**src/rtl/fetch_queue.sv**
```systemverilog
// Instruction fetch queue: PC generator feeding a DEPTH-entry FIFO of {inst, pc}.
// Misaligned redirects park the fetcher in FAULT until an aligned redirect arrives.
module fetch_queue #(
  parameter int             XLEN     = 32,
  parameter int             INST_W   = 32,
  parameter int             DEPTH    = 4,
  parameter logic [XLEN-1:0] RESET_PC = '0
) (
  input  logic                       clk,
  input  logic                       rst,
  output logic [XLEN-1:0]            imem_addr,
  input  logic [INST_W-1:0]          imem_data,
  input  logic                       redirect,
  input  logic [XLEN-1:0]            redirect_pc,
  output logic                       out_valid,
  input  logic                       out_ready,
  output logic [INST_W-1:0]          out_inst,
  output logic [XLEN-1:0]            out_pc,
  output logic [XLEN-1:0]            out_pc_plus4,
  output logic [$clog2(DEPTH+1)-1:0] count,
  output logic                       fault,
  output logic [XLEN-1:0]            fault_pc
);

  // state | meaning
  // FETCH | PC advances and pushes into the queue whenever there is room
  // FAULT | misaligned redirect seen; fetch halted, queue empty
  typedef enum logic {FETCH, FAULT} state_t;

  localparam int PW = $clog2(DEPTH);
  localparam int CW = $clog2(DEPTH+1);

  state_t            state, state_next;
  logic [XLEN-1:0]   pc, pc_next;
  logic [XLEN-1:0]   fault_pc_next;
  logic [PW-1:0]     head, tail;
  logic              push, pop;
  logic [INST_W-1:0] inst_mem [DEPTH];
  logic [XLEN-1:0]   pc_mem   [DEPTH];
  logic [INST_W-1:0] last_inst;
  logic [XLEN-1:0]   last_pc;

  always_comb begin
    state_next    = state;
    pc_next       = pc;
    fault_pc_next = fault_pc;
    push          = 1'b0;
    pop           = 1'b0;
    if (redirect) begin
      if (redirect_pc[1:0] == 2'b00) begin
        pc_next    = redirect_pc;
        state_next = FETCH;
      end else begin
        fault_pc_next = redirect_pc;
        state_next    = FAULT;
      end
    end else begin
      push = (state == FETCH) && (count != CW'(DEPTH));
      pop  = out_valid && out_ready;
      if (push) pc_next = pc + XLEN'(4);
    end
  end

  always_ff @(posedge clk) begin
    if (rst) begin
      state     <= FETCH;
      pc        <= RESET_PC;
      fault_pc  <= '0;
      head      <= '0;
      tail      <= '0;
      count     <= '0;
      last_inst <= '0;
      last_pc   <= '0;
    end else begin
      state    <= state_next;
      pc       <= pc_next;
      fault_pc <= fault_pc_next;
      // Capture the presented head so outputs stay stable once the queue drains.
      if (out_valid) begin
        last_inst <= inst_mem[head];
        last_pc   <= pc_mem[head];
      end
      if (redirect) begin
        head  <= '0;
        tail  <= '0;
        count <= '0;
      end else begin
        if (push) tail <= tail + PW'(1);
        if (pop)  head <= head + PW'(1);
        case ({push, pop})
          2'b10:   count <= count + CW'(1);
          2'b01:   count <= count - CW'(1);
          default: count <= count;
        endcase
      end
    end
  end

  always_ff @(posedge clk) begin
    if (!rst && push) begin
      inst_mem[tail] <= imem_data;
      pc_mem[tail]   <= pc;
    end
  end

  assign imem_addr    = pc;
  assign out_valid    = (count != '0);
  assign out_inst     = out_valid ? inst_mem[head] : last_inst;
  assign out_pc       = out_valid ? pc_mem[head]   : last_pc;
  assign out_pc_plus4 = out_pc + XLEN'(4);
  assign fault        = (state == FAULT);

endmodule

```
**config.mk**
```make
export PLATFORM = sky130hd
export DESIGN_NAME = fetch_queue
export DESIGN_NICKNAME = d
export VERILOG_FILES = /design/src/rtl/fetch_queue.sv
export SDC_FILE = /design/constraint.sdc
export NUM_CORES = 1
export LEC_CHECK = 0
export CAP_MARGIN = 30
export CELL_PAD_IN_SITES_DETAIL_PLACEMENT = 1
export CELL_PAD_IN_SITES_GLOBAL_PLACEMENT = 1
export CORE_MARGIN = 5
export CORE_UTILIZATION = 35
export DETAILED_ROUTE_END_ITERATION = 10
export GPL_ROUTABILITY_DRIVEN = 0
export PLACE_DENSITY_LB_ADDON = 0.25
export SETUP_SLACK_MARGIN = 0.1
export SLEW_MARGIN = 20
export SYNTH_ARGS = -nofsm -noshare
export SYNTH_HDL_FRONTEND = slang
export SYNTH_SLANG_ARGS = --single-unit
export TNS_END_PERCENT = 20
```
**constraint.sdc**
```tcl
create_clock -name clk -period 6.45 [get_ports clk]
set_input_delay 1.29 -clock clk [delete_from_list [all_inputs] [get_ports clk]]
set_output_delay 1.29 -clock clk [all_outputs]
set_load 0.005 [all_outputs]
```
[Word level (Yosys, flattened, before mapping)]
Memory sizes are Yosys's and may differ from the RTL's. A register that Yosys moved wholly into a read port is not among the register bits.
Cells that the tools add are included.
W data, S select, Z words.
Word-level totals
  input port bits: 68
  register bits: 136
  logic and storage cells: 48
  output and inout port bits: 165
  memory bits (writable): 256
  memories: 2
Operators by class
  eq/ne operators: 4
  bitwise logic cells: 2
  multiplexer cells: 15
  reduce and logical (&&, ||, !) cells: 11
  add/subtract/negate cells: 6
Memory list
  inst_mem: words 4, width 32, rd ports 1, clocked after memory_dff 1, wr ports 1, RTL line 38  | logic [INST_W-1:0] inst_mem [DEPTH];
  pc_mem: words 4, width 32, rd ports 1, clocked after memory_dff 1, wr ports 1, RTL line 39  | logic [XLEN-1:0] pc_mem [DEPTH];
Operators by type and width (count)
  $mux W32: 5
  $add A32 B3 Y32 const B: 2
  $mux W2: 4
  $pmux W3 S2: 1
  $mux W1: 5
  $add A2 B1 Y2 const B: 2
  $reduce_and A2 Y1: 2
  $reduce_bool A2 Y1: 2
  $add A3 B1 Y3 const B: 1
  $logic_and A1 B1 Y1: 3
  $ne A3 B3 Y1 const B: 1
  $reduce_bool A3 Y1: 1
  $sub A3 B1 Y3 const B: 1
  $eq A2 B1 Y1 const B: 1
  $eq A2 B2 Y1 const B: 1
  $logic_not A2 Y1: 1
  $ne A2 B1 Y1 const B: 1
  $not A1 Y1: 2
  $reduce_or A2 Y1: 1
  $logic_not A1 Y1: 1

[Longest topological paths before layout]
Gate-level depths: netlist (run 1).
  word-level depth: 6
  depth in mapped cells: 13

[Worst setup path after synthesis (run 1)]
Ideal clock, no wire load.
  kind: flip-flop to output port
  start: reg count[0]
  end: out out_pc_plus4[24]
  arrival time: 2.924 ns
  stages on the path, launching flop included: 14
  path slack: 2.236 ns
  path through: dfxtp_1 -> nor3_2 -> inv_2 -> buf_4 -> buf_6 -> buf_1 -> clkbuf_1 -> nand2_1 -> nand2_1 -> ha_1 -> nor2b_1 -> nand3_1 -> nor4_2 -> xnor2_1
On the way
  cells in the longest elaborated chain, start to end: 3
Ends and longest elaborated chain
  start, declared: RTL line 20  | output logic [$clog2(DEPTH+1)-1:0] count,
  start signal, assigned: RTL line 91  | 2'b10: count <= count + CW'(1);
  start signal, assigned: RTL line 92  | 2'b01: count <= count - CW'(1);
  start signal, assigned: RTL line 93  | default: count <= count;
  $reduce_bool A3 Y1: RTL line 107  | assign out_valid = (count != '0);
  named net out_valid: RTL line 15  | output logic out_valid,
  $mux W32
  named net out_pc[3]: RTL line 18  | output logic [XLEN-1:0] out_pc,
  $add A32 B3 Y32: RTL line 110  | assign out_pc_plus4 = out_pc + XLEN'(4);
  end, declared: RTL line 19  | output logic [XLEN-1:0] out_pc_plus4,
The timed path passes the listed nets, and every way through them passes these cells.

[Final worst setup path (run 1)]
  start: reg count[0]
  end: out out_pc_plus4[24]
On the way
  cells in the longest elaborated chain, start to end: 3
Ends and longest elaborated chain (RTL line)
  $reduce_bool A3 Y1: 107
  $mux W32
  $add A32 B3 Y32: 110
No other way between the ends.

==> out/metrics.cfg, run 1 <==
[routing]
dr_wl_met3_mm = 2.238
maxUsedRoutingLayer = met5
first_pass_iters = 5
wl_met2_mm = 22.03
ant_nets = 0
viasPerCell = 5.108
vias = 10568
wl_met1_mm = 19.79
drtIter0Drc = 553
wire_per_inst_microns = 21.71
wl_mm = 44.91
drc = 0

[yosys]
synthCells = 1202
syn-mean-instance-area_sq_um = 13.32
async_flop_share_pct = 0
synth_edf_count = 256
synth_nets = 1278
ys_ff_latch = 394
yosysSeqAreaShare_pct = 65.28
ys.flop_type = edfxtp_1
syn-cell-area_sq_mm = 0.01601
yosysWarnings = 0
ys_types = 60

[cells_and_area]
nNetsFinal = 1507
nFillCells = 4703
layout.cells.non_filler = 2069
drive_gt1_share_pct = 10.70
area_growth_pct = 27.32

[power]
power_density_mw_per_mm2 = 287.3
p_leak_nw = 6.993
worst_ir_drop_vdd_mv = 0.2163

[timing]
hold_viol = 0
period_share_pct = 81.39
final-max-slew-violation-count = 0
finalSetupTns_ns = 0
fin_worst_skew_ns = 0.01560
max_slew.worst_pin.slew_ns = 0.9393
setup_violations = 0
slew_headroom_pct = 37.32
fin_crit_ns = 5.249
fmax_mhz = 190.5
grt_setup_unrepaired = false

[min_path]
holdPathStages = 2
hold_end = fault_pc[21]
min_from = fault_pc[21]
hold_class = reg -> reg

[clock_tree]
insertion_delay_ns = 0.57
cts-root-buf = clkbuf_16
cts_setup_buffers = 0
cts_tree = yes
cts.htree.levels = 2
clk_path_buf_depth = 3
ctsResizeCount = 0
cts_buffers = 46
clk_pin_slew_ns = 0.06
cts_num_sinks = 394
postCtsHoldBufs = 0

[floorplan]
start_util_pct = 35.35
die_area_sq_mm = 0.05011
num_rows = 78
fp.dieH_microns = 223.9
die_x_microns = 223.9
core_area_sq_mm = 0.04528
ios = 233

[setup_path]
cp-end-kind = output port
path_cells = nor3_4 > buf_4 > nand2_1 > nand2_1 > ha_1 > nor2b_1 > nand3_1 > nor4_2 > xnor2_1 > clkdlybuf4s50_1
ff2ff_setup_slack_ns = 3.48
slowest_delay_ns = 0.59
worstSetupPathType = reg -> out
required_ns = 5.16
cp_max_fo = 51
cp-startpoint = count[0]
reg2reg_from = count[0]
crit_top_cell = nand2_1
reg2regPathDepth = 5
cp-start-kind = flip-flop
rr_endpoint = inst_mem[0][17]
arrival_ns = 3.96
slowest_stage = buf_4

[place]
hpwl_mm = 29.84
dp_cells = 1983
portBuffers = 232

[status]
outcome = finished clean

[global_route]
grt_overflow = 0
grt_pass1_vias = 11180
grt_max_degree = 68
grt_usage_pct = 17.56
grt_pass1_wl_mm = 68.05
antenna_found_initial = 3

[run]
drv_cap = 0

[layout make-up]
class / count / area [sq um] / area share, %
tap: 600 / 750.7 / 3.683
inverter: 36 / 136.4 / 0.6692
clock buffer: 59 / 1251 / 6.139
antenna: 2 / 5.005 / 0.02456
multi-input combinational: 704 / 5121 / 25.13
timing repair buffer: 249 / 2460 / 12.07
sequential: 394 / 10460 / 51.31
clock inverter: 25 / 198.9 / 0.9761
[synth_stat cells (7+ instances only)]
library cell / n / area [sq um]
nor4_1: 10 / 62.56
and3_1: 12 / 75.07
mux4_1: 17 / 446.7
o21ai_0: 12 / 60.06
xor2_1: 8 / 70.07
nor2_1: 65 / 244.0
mux4_2: 47 / 1059
a21oi_1: 88 / 440.4
a22oi_1: 22 / 165.2
inv_1: 35 / 131.4
edfxtp_1: 256 / 7687
nand3_1: 26 / 130.1
o21a_1: 9 / 67.56
nand4_1: 24 / 150.1
ha_1: 7 / 87.58
dfxtp_1: 138 / 2763
nor3_1: 13 / 65.06
clkbuf_1: 45 / 168.9
xnor2_1: 30 / 262.8
nand2_1: 207 / 777.0
mux2i_1: 32 / 320.3
buf_2: 8 / 40.04
[kinds of logic after synthesis]
| logic type | count (synthesis) | share of synthesized area, % |
|---|---|---|
| adder cells (fa/ha/maj) | 8 | 0.6722 |
| AO/OA/AOI/OAI | 166 | 6.198 |
| flip-flops | 394 | 65.28 |
| AND/OR/NAND/NOR | 393 | 11.15 |
| XOR/XNOR | 38 | 2.079 |
| buffers and inverters | 104 | 3.001 |
| multiplexers | 99 | 11.61 |
[worst max-delay path by stage]
stage,to
2_1_floorplan,out_pc_plus4[24]
5_1_grt,out_pc_plus4[29]
6_report,out_pc_plus4[24]
3_3_place_gp,out_pc_plus4[24]
4_1_cts,out_pc_plus4[29]
3_5_place_dp,out_pc_plus4[29]
[critical path, delay by kind of cell, from the launching register on]
kind	cells	cell delay, ns
AND/OR/NAND/NOR	6	1.53
flip-flops	1	0.37
adder cells (fa/ha/maj)	1	0.21
XOR/XNOR	1	0.16
buffers and inverters	2	1.10
[flip-flops by register name, indices dropped and copies added (netlist names), named ones only]
| name | count |
|---|---|
| inst_mem | 128 |
| last_pc | 32 |
| count | 3 |
| pc_mem | 128 |
| last_inst | 32 |
| imem_addr | 32 |
| head | 2 |
| tail | 2 |
| fault_pc | 32 |
| fault | 1 |
[metal layers]
| layer | vias up | GRT usage (%) |
|---|---|---|
| met3 | 57 | 3.564 |
| met2 | 240 | 29.62 |
| met5 | - | 0 |
| met1 | 5349 | 23.24 |
| met4 | 2 | 4.822 |
| li1 | 4920 | - |
[per-stage QoR]
step | setup slack [ns] | hold WS (ns) | power, mW | area [sq um] | utilization [%]
floorplan | 2.236 | 0.4399 | 3.099 | 16010 | -
global placement | 1.805 | 0.4409 | 3.411 | 18910 | 41.75
detailed placement | 1.717 | 0.4506 | 3.427 | 18930 | 41.79
CTS | 1.087 | 0.4557 | 5.947 | 20380 | 45.00
global route | 0.9204 | 0.4792 | 6.095 | 20380 | 45.01
finish | 1.201 | 0.4539 | 5.855 | 20380 | 45.01
[layout by cell type (no fill, tap or decap), types with 12 or more instances in the layout]
cell type          n
a22oi_1           22
mux4_1            17
mux2i_1           32
xnor2_1           30
dfxtp_1          136
clkdlybuf4s50_1  231
edfxtp_1         256
nor3_1            13
inv_1             35
nor2_1            63
mux4_2            47
buf_4             17
nand2_1          207
nand4_1           24
clkbuf_16         47
nand3_1           26
a21oi_1           88
o21ai_0           12
[where the power goes]
part           leakage [nW]  internal, mW  switching [mW]  total, mW
clock                 0.712          1.46            1.04       2.49
sequential             3.44          2.77          0.0727       2.84
combinational          2.84         0.264           0.257      0.521
total                  6.99          4.49            1.37       5.86
Power figures use the tool's default switching activity.
==> run 2: changes to the inputs <==
clock period = 5.4 ns   (was 6.45 ns; I/O delays follow)
==> run 2 against run 1 <==
Global-route usage decreased by 0.076 points. Setup slack got worse by 0.81 ns. Largest power group unchanged. Sequential share of layout area decreased by 0.52 points. Highest routed layer unchanged. Die area unchanged. Non-clock buffer count increased by 3. Clock power increased by 29%. Sequential cell count unchanged. Via count decreased by 0.79%. Register-to-register slack got worse by 1.1 ns. Clock skew increased by 0.0058 ns. Critical path depth unchanged.
==> out/metrics.cfg, run 2 (synthesis results as in run 1) <==
[status]
outcome = finished clean

[clock_tree]
cts_tree = yes
cts_setup_buffers = 0
insertion_delay_ns = 0.57
cts_num_sinks = 394
ctsResizeCount = 0
clk_path_buf_depth = 3
cts-root-buf = clkbuf_16
cts_buffers = 43
cts.htree.levels = 2
postCtsHoldBufs = 0
clk_pin_slew_ns = 0.06

[timing]
period_share_pct = 92.84
finalSetupTns_ns = 0
grt_setup_unrepaired = false
final-max-slew-violation-count = 0
setup_violations = 0
slew_headroom_pct = 38.09
fin_crit_ns = 5.013
fmax_mhz = 199.5
max_slew.worst_pin.slew_ns = 0.9287
hold_viol = 0
fin_worst_skew_ns = 0.02137

[setup_path]
crit_top_cell = nand2_1
crit_end = out_pc_plus4[24]
reg2regPathDepth = 10
slowest_delay_ns = 0.61
worstSetupPathType = reg -> out
ff2ff_setup_slack_ns = 2.35
reg2reg_from = count[0]
rr_endpoint = count[2]
cp_max_fo = 51
required_ns = 4.32
arrival_ns = 3.93
cp-start-kind = flip-flop
cp-startpoint = count[0]
slowest_stage = buf_4
cp-end-kind = output port
path_cells = nor3_4 > buf_4 > nand2_1 > nand2_1 > ha_1 > nor2b_1 > nand3_1 > nor4_2 > xnor2_1 > clkdlybuf4s50_1

[place]
portBuffers = 232
hpwl_mm = 30.01

[global_route]
grt_overflow = 0
grt_usage_pct = 17.48
grt_pass1_wl_mm = 67.45
antenna_found_initial = 2
grt_max_degree = 75
grt_pass1_vias = 11082

[cells_and_area]
multi_input_area_sq_mm = 0.005121
top_regs = inst_mem (128), pc_mem (128)
nNetsFinal = 1507
seqCellArea_sq_mm = 0.01046
post-route-util_pct = 45.47
area_growth_pct = 28.61
final_cell_mix = edfxtp_1 (256), clkdlybuf4s50_1 (231), nand2_1 (207)
final_common_cell = edfxtp_1
nFillCells = 4673
drive_gt1_share_pct = 11.05

[power]
worst_ir_drop_vdd_mv = 0.1817
p_leak_nw = 7.096
power_density_mw_per_mm2 = 351.0

[routing]
first_pass_iters = 5
vias = 10484
ant_nets = 0
wl_mm = 44.63
viasPerCell = 5.072
drtIter0Drc = 542
wire_per_inst_microns = 21.59
drc = 0

[floorplan]
die_area_sq_mm = 0.05011
core_area_sq_mm = 0.04528
die_x_microns = 223.9
num_rows = 78
start_util_pct = 35.35
ios = 233
fp.dieH_microns = 223.9

[run]
drv_cap = 0

[min_path]
hold_class = reg -> reg

-- run 2: layer usage --
layer | track usage [%] | part of all wire, % | vias to the layer above
met5 | 0 | 0.029 | -
met4 | 4.170 | 1.6 | 2
met3 | 3.905 | 5.2 | 47
met2 | 29.75 | 50 | 221
met1 | 22.94 | 43 | 5289
li1 | - | - | 4925
-- run 2: worst min path at each step --
| stage | startpoint | end | slack [ns] | cells after the start |
|---|---|---|---|---|
| floorplan | last_inst[0] | last_inst[0] | 0.44 | 2 |
| global placement | fault_pc[20] | fault_pc[20] | 0.44 | 2 |
| detailed placement | fault_pc[4] | fault_pc[4] | 0.45 | 2 |
| CTS | fault_pc[24] | fault_pc[24] | 0.46 | 2 |
| global route | last_inst[23] | last_inst[23] | 0.48 | 2 |
| finish | fault_pc[15] | fault_pc[15] | 0.46 | 2 |
-- run 2: area by class of cell --
type	count	area share (%)
Inverter	36	0.6624
Clock inverter	25	1.629
Multi-Input combinational cell	704	24.87
Sequential cell	394	50.79
Clock buffer	55	5.998
Tap cell	600	3.646
Antenna cell	1	0.01215
Timing Repair Buffer	252	12.39
-- run 2: stage by stage --
stage / cells / hold WS [ns] / area (sq um) / power [mW] / setup WS [ns]
6_report: 2067 / 0.4569 / 20590 / 7.226 / 0.3867
5_1_grt: 2067 / 0.4765 / 20590 / 7.529 / 0.1155
4_1_cts: 2066 / 0.4598 / 20590 / 7.329 / 0.2764
3_5_place_dp: 1986 / 0.4515 / 19020 / 4.098 / 0.9039
3_3_place_gp: 1982 / 0.4420 / 18910 / 4.077 / 0.9654
2_1_floorplan: 1202 / 0.4399 / 16010 / 3.701 / 1.396
-- run 2: worst max-delay path, delay by kind of cell, from the launching register on --
| family | cells | cell delay, ns |
|---|---|---|
| simple gates | 6 | 1.48 |
| buf+inv | 2 | 1.12 |
| flops | 1 | 0.38 |
| fa+ha+maj | 1 | 0.21 |
| xor+xnor | 1 | 0.16 |
-- run 2: power by group --
part	switching, mW	internal, mW	leakage (nW)
Clock	1.20	2.00	0.777
Sequential	0.0831	3.31	3.44
Combinational	0.316	0.318	2.88
==> run 3: changes to the inputs <==
PLACE_DENSITY_LB_ADDON = 0.05   (was 0.25)
==> run 3 against run 2 <==
Non-clock buffer count up 7. Global-route usage up 0.43 points. Via count grew 1.0%. Final area is 0.84% lower. Hold slack worse by 0.0032 ns. Combinational power is 1% higher. Setup slack improved by 0.049 ns. Critical path type unchanged. Critical endpoint unchanged.
==> out/metrics.cfg, run 3 (synthesis results as in run 1) <==
[place]
pre_cts_slack_ns = 0.9409
hpwl_mm = 30.21
dpl_cell_area_sq_mm = 0.01900
portBuffers = 232
dp_cells = 1993

[setup_path]
cp-startpoint = count[0]
reg2regPathDepth = 5
reg2reg_from = count[0]
slowest_delay_ns = 0.65
cp_max_fo = 51
cp-start-kind = flip-flop
ff2ff_setup_slack_ns = 2.46
rr_endpoint = pc_mem[3][13]
arrival_ns = 3.88
crit_top_cell = nand2_1
required_ns = 4.32
worstSetupPathType = reg -> out
path_cells = nor3_4 > buf_4 > nand2_1 > nand2_1 > ha_1 > nor2b_1 > nand3_1 > nor4_2 > xnor2_1 > clkdlybuf4s50_1
cp-end-kind = output port
slowest_stage = buf_4

[routing]
vias = 10591
ant_nets = 0
first_pass_iters = 6
drc = 0
drtIter0Drc = 540
wire_per_inst_microns = 22.02
viasPerCell = 5.104
wl_mm = 45.69

[min_path]
hold_class = reg -> reg
min_from = fault_pc[14]
hold_end = fault_pc[14]
holdPathStages = 2

[run]
drv_cap = 0

[clock_tree]
cts-root-buf = clkbuf_16
clk_pin_slew_ns = 0.05
cts_buffers = 44
cts.htree.levels = 2
cts_num_sinks = 394
cts_tree = yes
insertion_delay_ns = 0.57
clk_path_buf_depth = 3
ctsResizeCount = 0
cts_setup_buffers = 0
postCtsHoldBufs = 0

[timing]
max_slew.worst_pin.slew_ns = 0.9637
worst_slack_ns = 0.4358
slew_headroom_pct = 35.52
worst_hold_slack_ns = 0.4536
grt_setup_unrepaired = false
hold_viol = 0
fin_worst_skew_ns = 0.02179
setup_violations = 0
finalSetupTns_ns = 0
fin_crit_ns = 4.964
final-max-slew-violation-count = 0
period_share_pct = 91.93
fmax_mhz = 201.4

[floorplan]
ios = 233
die_x_microns = 223.9
die_area_sq_mm = 0.05011
fp.dieH_microns = 223.9
core_area_sq_mm = 0.04528
num_rows = 78
start_util_pct = 35.35

[global_route]
use_met1_pct = 24.41
grt_overflow = 0
grt_use_met3_pct = 4.154
grt_max_degree = 82
grt_busiest_layer = met2
grt_pass1_wl_mm = 69.20
grt_util_met2_pct = 29.72
antenna_found_initial = 1
grt_pass1_vias = 11067
grt_usage_pct = 17.91

[power]
worst_ir_drop_vdd_mv = 0.2081
p_leak_nw = 7.020
power_density_mw_per_mm2 = 341.5
power_mw = 6.972

[cells_and_area]
layout.cells.non_filler = 2075
nFillCells = 4732
final_common_cell = edfxtp_1
post-route-util_pct = 45.08
top_regs = inst_mem (128), pc_mem (128)
num_antenna_cells = 0
postLayoutCellArea_sq_mm = 0.02041
area_growth_pct = 27.53
nNetsFinal = 1515
final_cell_mix = edfxtp_1 (256), clkdlybuf4s50_1 (231), nand2_1 (207)
drive_gt1_share_pct = 10.78

[status]
outcome = finished clean

## run 3: worst max-delay path by stage
| stage | end | slack (ns) |
|---|---|---|
| floorplan | out_pc_plus4[24] | 1.40 |
| global placement | out_pc_plus4[24] | 1.07 |
| detailed placement | out_pc_plus4[24] | 0.94 |
| CTS | out_pc_plus4[24] | 0.32 |
| global route | out_pc_plus4[24] | 0.10 |
| finish | out_pc_plus4[24] | 0.44 |
## run 3: cell type report
type	count	area [sq um]	share of cell area, %
Timing Repair Buffer	259	2535	12.42
Inverter	36	136.4	0.6681
Multi-Input combinational cell	704	5121	25.09
Clock buffer	67	1207	5.914
Sequential cell	394	10460	51.23
Tap cell	600	750.7	3.677
Clock inverter	15	206.4	1.011
## run 3: metal layers
layer	vias to the layer above	wire length [microns]	part of all wire, %
met2	224	21930	48
met5	-	13	0.028
met3	52	2400	5.3
met4	2	675	1.5
li1	4943	-	-
met1	5370	20670	45
## run 3: where the power goes
group          internal (mW)  switching, mW  total (mW)
clock network           1.75           1.20        2.95
logic                  0.319          0.323       0.641
registers               3.31         0.0792        3.39
## run 3: worst max-delay path: cells and delay by family, from the launching register on
kind | cells | cell delay (ns)
buffers and inverters | 2 | 1.16
DFF | 1 | 0.37
xor gates and xnor gates | 1 | 0.16
and+or+nand+nor | 6 | 1.39
adders and majority gates | 1 | 0.21
